`config.mk`:
```
export PLATFORM = sky130hd
export DESIGN_NAME = fb_reader
export DESIGN_NICKNAME = d
export VERILOG_FILES = /design/src/rtl/fb_reader_pkg.sv /design/src/rtl/sync_fifo.sv /design/src/rtl/fb_reader.sv
export SDC_FILE = /design/constraint.sdc
export NUM_CORES = 1
export LEC_CHECK = 0
export ABC_CLOCK_PERIOD_IN_PS = 6100
export BUFFER_PORTS_ARGS = -buffer_cell sky130_fd_sc_hd__clkbuf_2
export CORE_MARGIN = 2
export CORE_UTILIZATION = 40
export CTS_CLUSTER_SIZE = 28
export DETAILED_ROUTE_END_ITERATION = 10
export GPL_ROUTABILITY_DRIVEN = 0
export PLACE_DENSITY_LB_ADDON = 0.2
export SYNTH_ARGS = -nofsm -noshare
export SYNTH_HDL_FRONTEND = slang
export SYNTH_SLANG_ARGS = --single-unit
```
`constraint.sdc`:
```
create_clock -name axi_clk -period 6.1 [get_ports axi_clk]
set_input_delay 0.915 -clock axi_clk [delete_from_list [all_inputs] [get_ports axi_clk]]
set_output_delay 0.915 -clock axi_clk [all_outputs]
set_load 0.005 [all_outputs]
```
`src/rtl/fb_reader_pkg.sv`:
```
// Shared constants and helpers for the framebuffer pixel reader.
package fb_reader_pkg;

    localparam logic [1:0] RespOkay = 2'b00;

    // Any non-OKAY read response marks the returned pixel as erroneous.
    function automatic logic resp_is_err(input logic [1:0] rresp);
        return rresp != RespOkay;
    endfunction

endpackage

```
`src/rtl/sync_fifo.sv`:
```
// Single-clock FIFO with an extra pointer bit to tell full from empty.
// The head is read combinationally; writes are registered.
module sync_fifo #(
    parameter int unsigned WIDTH = 8,
    parameter int unsigned DEPTH = 4
) (
    input  logic             i_clk,
    input  logic             i_rst_n,
    input  logic             i_w_inc,
    input  logic [WIDTH-1:0] i_w_data,
    input  logic             i_r_inc,
    output logic [WIDTH-1:0] o_r_data,
    output logic             o_full,
    output logic             o_empty
);
    localparam int unsigned AW = $clog2(DEPTH);

    logic [AW:0]      r_wptr;
    logic [AW:0]      r_rptr;
    logic [WIDTH-1:0] r_mem [DEPTH];
    logic             w_do_write;
    logic             w_do_read;

    assign o_empty    = (r_wptr == r_rptr);
    assign o_full     = (r_wptr[AW] != r_rptr[AW]) && (r_wptr[AW-1:0] == r_rptr[AW-1:0]);
    assign w_do_write = i_w_inc && !o_full;
    assign w_do_read  = i_r_inc && !o_empty;
    assign o_r_data   = r_mem[r_rptr[AW-1:0]];

    // Pointer update; wrap is implicit in the AW+1 bit arithmetic.
    always_ff @(posedge i_clk or negedge i_rst_n) begin
        if (!i_rst_n) begin
            r_wptr <= '0;
            r_rptr <= '0;
        end else begin
            if (w_do_write) r_wptr <= r_wptr + 1'b1;
            if (w_do_read)  r_rptr <= r_rptr + 1'b1;
        end
    end

    // Storage is cleared so the head reads as zero straight out of reset.
    always_ff @(posedge i_clk or negedge i_rst_n) begin
        if (!i_rst_n) begin
            for (int unsigned i = 0; i < DEPTH; i++) r_mem[i] <= '0;
        end else if (w_do_write) begin
            r_mem[r_wptr[AW-1:0]] <= i_w_data;
        end
    end

endmodule

```
`src/rtl/fb_reader.sv`:
```
// Pipelined framebuffer pixel reader: turns pixel requests into AXI-lite
// reads and returns colour/tag/error in request order. A credit counter
// bounds in-flight plus buffered reads so the R channel never stalls.
module fb_reader
    import fb_reader_pkg::*;
#(
    parameter int unsigned PIXEL_BITS      = 12,
    parameter int unsigned AXI_ADDR_WIDTH  = 20,
    parameter int unsigned AXI_DATA_WIDTH  = 16,
    parameter int unsigned META_BITS       = 4,
    parameter int unsigned MAX_OUTSTANDING = 4
) (
    input  logic                      axi_clk,
    input  logic                      axi_resetn,
    input  logic                      req_valid,
    output logic                      req_ready,
    input  logic [AXI_ADDR_WIDTH-1:0] req_addr,
    input  logic [META_BITS-1:0]      req_meta,
    output logic                      resp_valid,
    input  logic                      resp_ready,
    output logic [PIXEL_BITS-1:0]     resp_color,
    output logic [META_BITS-1:0]      resp_meta,
    output logic                      resp_err,
    output logic [AXI_ADDR_WIDTH-1:0] sram_axi_araddr,
    output logic                      sram_axi_arvalid,
    input  logic                      sram_axi_arready,
    input  logic [AXI_DATA_WIDTH-1:0] sram_axi_rdata,
    input  logic [1:0]                sram_axi_rresp,
    input  logic                      sram_axi_rvalid,
    output logic                      sram_axi_rready,
    output logic                      busy
);
    localparam int unsigned   CW         = $clog2(MAX_OUTSTANDING + 1);
    localparam int unsigned   RW         = PIXEL_BITS + META_BITS + 1;
    localparam logic [CW-1:0] MaxCredits = CW'(MAX_OUTSTANDING);

    logic [CW-1:0]             r_used;
    logic [CW-1:0]             w_used_next;
    logic                      r_arvalid;
    logic [AXI_ADDR_WIDTH-1:0] r_araddr;
    logic                      r_rready;
    logic                      w_accept;
    logic                      w_resp_pop;
    logic                      w_r_beat;
    logic                      w_meta_empty;
    logic                      w_resp_empty;
    logic                      w_meta_full_unused;
    logic                      w_resp_full_unused;
    logic [META_BITS-1:0]      w_meta_head;
    logic [RW-1:0]             w_resp_wdata;
    logic [RW-1:0]             w_resp_head;
    logic [AXI_DATA_WIDTH-1:0] w_rdata_unused;

    // Upper rdata bits carry nothing for the pixel format.
    assign w_rdata_unused = sram_axi_rdata;

    assign w_resp_pop = !w_resp_empty && resp_ready;
    // A pop in this cycle frees a credit, so a full reader reopens at once.
    assign req_ready  = r_rready && ((r_used < MaxCredits) || w_resp_pop)
                        && (!r_arvalid || sram_axi_arready);
    assign w_accept   = req_valid && req_ready;
    assign w_r_beat   = sram_axi_rvalid && r_rready;

    assign w_resp_wdata = {sram_axi_rdata[PIXEL_BITS-1:0], w_meta_head,
                           resp_is_err(sram_axi_rresp)};
    assign {resp_color, resp_meta, resp_err} = w_resp_head;
    assign resp_valid       = !w_resp_empty;
    assign sram_axi_araddr  = r_araddr;
    assign sram_axi_arvalid = r_arvalid;
    assign sram_axi_rready  = r_rready;
    assign busy             = (r_used != '0);

    // Credit accounting: accept and pop in the same cycle cancel out.
    always_comb begin
        w_used_next = r_used;
        if (w_accept && !w_resp_pop) begin
            w_used_next = r_used + 1'b1;
        end else if (!w_accept && w_resp_pop) begin
            w_used_next = r_used - 1'b1;
        end
    end

    // Credit counter, AR register and the out-of-reset rready flag.
    always_ff @(posedge axi_clk or negedge axi_resetn) begin
        if (!axi_resetn) begin
            r_used    <= '0;
            r_arvalid <= 1'b0;
            r_araddr  <= '0;
            r_rready  <= 1'b0;
        end else begin
            r_used   <= w_used_next;
            r_rready <= 1'b1;
            if (w_accept) begin
                r_arvalid <= 1'b1;
                r_araddr  <= req_addr;
            end else if (sram_axi_arready) begin
                r_arvalid <= 1'b0;
            end
        end
    end

    // Tags of reads issued but not yet answered.
    sync_fifo #(
        .WIDTH (META_BITS),
        .DEPTH (MAX_OUTSTANDING)
    ) u_meta_fifo (
        .i_clk    (axi_clk),
        .i_rst_n  (axi_resetn),
        .i_w_inc  (w_accept),
        .i_w_data (req_meta),
        .i_r_inc  (w_r_beat),
        .o_r_data (w_meta_head),
        .o_full   (w_meta_full_unused),
        .o_empty  (w_meta_empty)
    );

    // Completed pixels waiting for the consumer; a stray beat is dropped.
    sync_fifo #(
        .WIDTH (RW),
        .DEPTH (MAX_OUTSTANDING)
    ) u_resp_fifo (
        .i_clk    (axi_clk),
        .i_rst_n  (axi_resetn),
        .i_w_inc  (w_r_beat && !w_meta_empty),
        .i_w_data (w_resp_wdata),
        .i_r_inc  (w_resp_pop),
        .o_r_data (w_resp_head),
        .o_full   (w_resp_full_unused),
        .o_empty  (w_resp_empty)
    );

    // An R beat with nothing outstanding means the controller broke protocol.
    a_rvalid_has_meta : assert property (@(posedge axi_clk) disable iff (!axi_resetn)
                                         sram_axi_rvalid |-> !w_meta_empty);

endmodule

```
==> results.py <==
metrics = {
    "run_status": {
        "outcome": "completed",
    },
    "finish": {
        "final_core_utilization_pct": 49.58,
        "fillcell_total": 1215,
        "n_antenna_cell": 0,
        "proportion_of_layout_cells_with_a_drive_suffix_above_1_pct": 56.04,
        "flow.area_growth_from_synthesis_pct": 21.59,
        "finish.net_count": 487,
    },
    "timing": {
        "final.hold.worst_slack_ns": 0.4827,
        "grt_setup_unrepaired": "no",
        "fin_skew_ns": 0.007076,
        "achievable-frequency_ghz": 0.2788,
        "finalCriticalPeriod_ns": 3.587,
        "final_min_period_over_clock_period_pct": 58.81,
        "setup_tns_ns": 0,
        "finalHoldViolations": 0,
        "max_slew_margin_pct": 27.28,
        "slew_violations": 0,
        "worst_slew_pin_slew_ns": 1.090,
        "final-setup-viol-count": 0,
    },
    "clock_network": {
        "post_cts_resized": 0,
        "cts_post_setup_buffers_inserted": 0,
        "htree_levels": 4,
        "clock_sinks": 121,
        "cts_inserted_buffers": 17,
        "clkLatencyLatePin_ns": 0.41,
        "postCtsHoldBufs": 0,
        "tritoncts_clock_tree": "yes",
        "clkTransAtPathRegs_ns": 0.05,
        "cts_root_buffer": "sky130_fd_sc_hd__clkbuf_16",
        "cts-root-to-sink-buffers": 2,
    },
    "detailed_routing": {
        "detailedRoute.firstIterationViolations": 133,
        "post-route-drc-count": 0,
        "final_antenna_net_count": 0,
        "via_count": 3042,
        "route.detailed.vias_per_inst": 4.914,
        "finalWirelength_um": 10420,
        "iteration_count_of_the_initial_detailed_routing_pass": 4,
        "drt-wirelength-per-cell_um": 16.84,
    },
    "setup_path": {
        "worst-endpoint-required_ns": 5.18,
        "cp-end-kind": "primary output",
        "critical_path.max_stage_delay_ns": 0.97,
        "critPathSlowestCell": "sky130_fd_sc_hd__dfrtp_1",
        "crit_chain": "xor2_1 > o31ai_4 > a21oi_1 > clkbuf_2",
        "crit_path_start_kind": "flop",
        "cp_top_family": "flip-flops",
        "cp_max_fo": 20,
        "timing.critical_path.buf_inv": 1,
        "path_class": "flop to primary output",
        "worst-endpoint-arrival_ns": 2.67,
    },
    "yosys": {
        "syn-num-nets": 393,
        "synth_sequential_area_ratio_pct": 53.91,
        "post_synth_num_cell_types": 36,
        "postSynthRegisterBits": 121,
        "postSynthCellCount": 333,
        "netlist_top_cells_area": "sky130_fd_sc_hd__dfrtp_1, sky130_fd_sc_hd__mux2_2, sky130_fd_sc_hd__mux4_2, sky130_fd_sc_hd__mux2_4, sky130_fd_sc_hd__mux2_1",
        "synth_enable_flop_cells": 0,
        "postSynth.asyncResetShare_pct": 100.0,
        "synth.top_cells.by_count": "sky130_fd_sc_hd__dfrtp_1, sky130_fd_sc_hd__mux2_2, sky130_fd_sc_hd__mux2_4, sky130_fd_sc_hd__mux4_2, sky130_fd_sc_hd__mux2_1",
        "yosysWarningCount": 0,
        "netlist.area_leader.share_pct": 53.91,
        "dominantRegCellSynth": "sky130_fd_sc_hd__dfrtp_1",
        "synth_top_cell_by_area": "sky130_fd_sc_hd__dfrtp_1",
        "synthMostInstantiatedCell": "sky130_fd_sc_hd__dfrtp_1",
        "synthesis.area_per_instance_sq_um": 16.87,
        "synth_area_sq_mm": 0.005617,
    },
    "floorplanning": {
        "num_rows": 43,
        "die_w_um": 122.5,
        "placeable_area_sq_mm": 0.01377,
        "dieHeight_um": 122.5,
        "design.die.area_sq_mm": 0.01501,
        "initial_core_util_pct": 40.78,
        "top_level_ports": 90,
    },
    "power_and_ir_drop": {
        "combinationalPowerShare_pct": 35.2,
        "p_leak_nw": 3.077,
        "power_switching_share_pct": 29.98,
        "power.share.sequential_pct": 37.7,
        "power.ir.vdd_worst_uv": 242.3,
        "power_density_mw_per_mm2": 575.3,
        "switchingPower_mw": 1.178,
        "pwr-share-clk_pct": 27.2,
        "internal_power_mw": 2.751,
    },
    "run": {
        "maxcap_violations": 0,
    },
    "grt": {
        "grt_max_degree": 63,
        "grt_ovf": 0,
        "wire_length_of_the_first_global_routing_pass_um": 17210,
        "grt_antenna_before_repair": 0,
        "grt_pass1_vias": 3269,
        "track_usage_pct": 15.63,
    },
    "placed_design": {
        "dp.final_hpwl_um": 6763,
        "io_buffer_count": 85,
    },
    "hold_path": {
        "hold_path_class": "flop to flop",
    },
}
[final timing paths]
kind,start,endpoint,slack (ns),cells after the start
setup / recovery,u_resp_fifo.r_rptr[1],req_ready,2.51,4
hold / removal,u_resp_fifo.r_mem[5],u_resp_fifo.r_mem[5],0.48,1
setup reg to reg,u_resp_fifo.r_rptr[1],r_used[1],2.62,8
hold reg to reg,u_resp_fifo.r_mem[5],u_resp_fifo.r_mem[5],0.48,1
max in group asynchronous,axi_resetn,u_meta_fifo.r_mem[15],4.24,2
min in group asynchronous,axi_resetn,u_resp_fifo.r_mem[59],0.59,1
[per-layer routing]
metal | global-route usage, % | routed length (um) | vias to the layer above
li1 | - | - | 1397
met1 | 20.41 | 4761 | 1563
met2 | 24.41 | 5016 | 71
met3 | 4.879 | 483 | 11
met4 | 6.034 | 159 | 0
met5 | 0 | 0 | -
[cell type report]
cell class | count | area (sq um) | share of cell area [%]
Sequential cell | 121 | 3028 | 44.34
Clock inverter | 8 | 140.1 | 2.052
Inverter | 11 | 43.79 | 0.6413
Timing Repair Buffer | 88 | 450.4 | 6.596
Clock buffer | 23 | 498.0 | 7.292
Multi-Input combinational cell | 188 | 2444 | 35.78
Tap cell | 180 | 225.2 | 3.298
[kinds of logic after synthesis]
logic type | synth area share (%)
mux | 31.68
flops | 53.91
buf+inv | 2.673
other cells | 0.06677
fa+ha+maj | 2.807
compound gates | 3.297
xor+xnor | 3.097
simple gates | 2.473
[power groups by stage]
stage	clock network (mW)	logic [mW]	registers, mW
6_report	1.07	1.38	1.48
5_1_grt	1.14	1.52	1.54
4_1_cts	1.09	1.42	1.49
3_5_place_dp	0	1.42	1.49
3_3_place_gp	0	1.37	1.47
2_1_floorplan	0	1.09	1.38
[cells in the final DEF (no fill, tap or decap), drive strengths merged]
| master | count |
|---|---|
| xnor2 | 7 |
| or3 | 2 |
| bufinv | 4 |
| o31ai | 1 |
| nor2 | 3 |
| a21o | 1 |
| nand3 | 1 |
| and3 | 1 |
| dfrtp | 121 |
| or2 | 1 |
| buf | 4 |
| clkinv | 4 |
| nand2 | 2 |
| fa | 1 |
| xor2 | 12 |
| clkbuf | 107 |
| inv | 11 |
| nand2b | 1 |
| conb | 1 |
| nor3b | 4 |
| a2111oi | 4 |
| mux2 | 109 |
| a21oi | 1 |
| ha | 11 |
| o311ai | 1 |
| nor3 | 2 |
| a211oi | 1 |
| mux4 | 21 |
[sequential cells by signal (all words and copies together), names as in the netlist]
signal              cells
u_resp_fifo.r_wptr      3
sram_axi_rready         1
sram_axi_arvalid        1
u_resp_fifo.r_mem      68
r_used                  3
u_resp_fifo.r_rptr      3
u_meta_fifo.r_rptr      3
sram_axi_araddr        20
u_meta_fifo.r_wptr      3
u_meta_fifo.r_mem      16
[per-stage QoR]
step / cells / power (mW) / setup WS (ns) / cell area [sq um]
floorplan: 333 / 2.466 / 3.156 / 5617
global placement: 588 / 2.839 / 2.587 / 6191
detailed placement: 588 / 2.906 / 2.524 / 6191
CTS: 619 / 3.995 / 2.407 / 6829
global route: 619 / 4.201 / 2.314 / 6829
finish: 619 / 3.929 / 2.513 / 6829
[worst reg2reg max path: stages (launching register included)]
cell	delay, ns
sky130_fd_sc_hd__dfrtp_1	0.97
sky130_fd_sc_hd__xor2_1	0.30
sky130_fd_sc_hd__o31ai_4	0.71
sky130_fd_sc_hd__a21o_4	0.24
sky130_fd_sc_hd__inv_4	0.13
sky130_fd_sc_hd__ha_1	0.27
sky130_fd_sc_hd__inv_1	0.07
sky130_fd_sc_hd__fa_1	0.41
sky130_fd_sc_hd__mux2_2	0.27
Power figures use the tool's default switching activity.
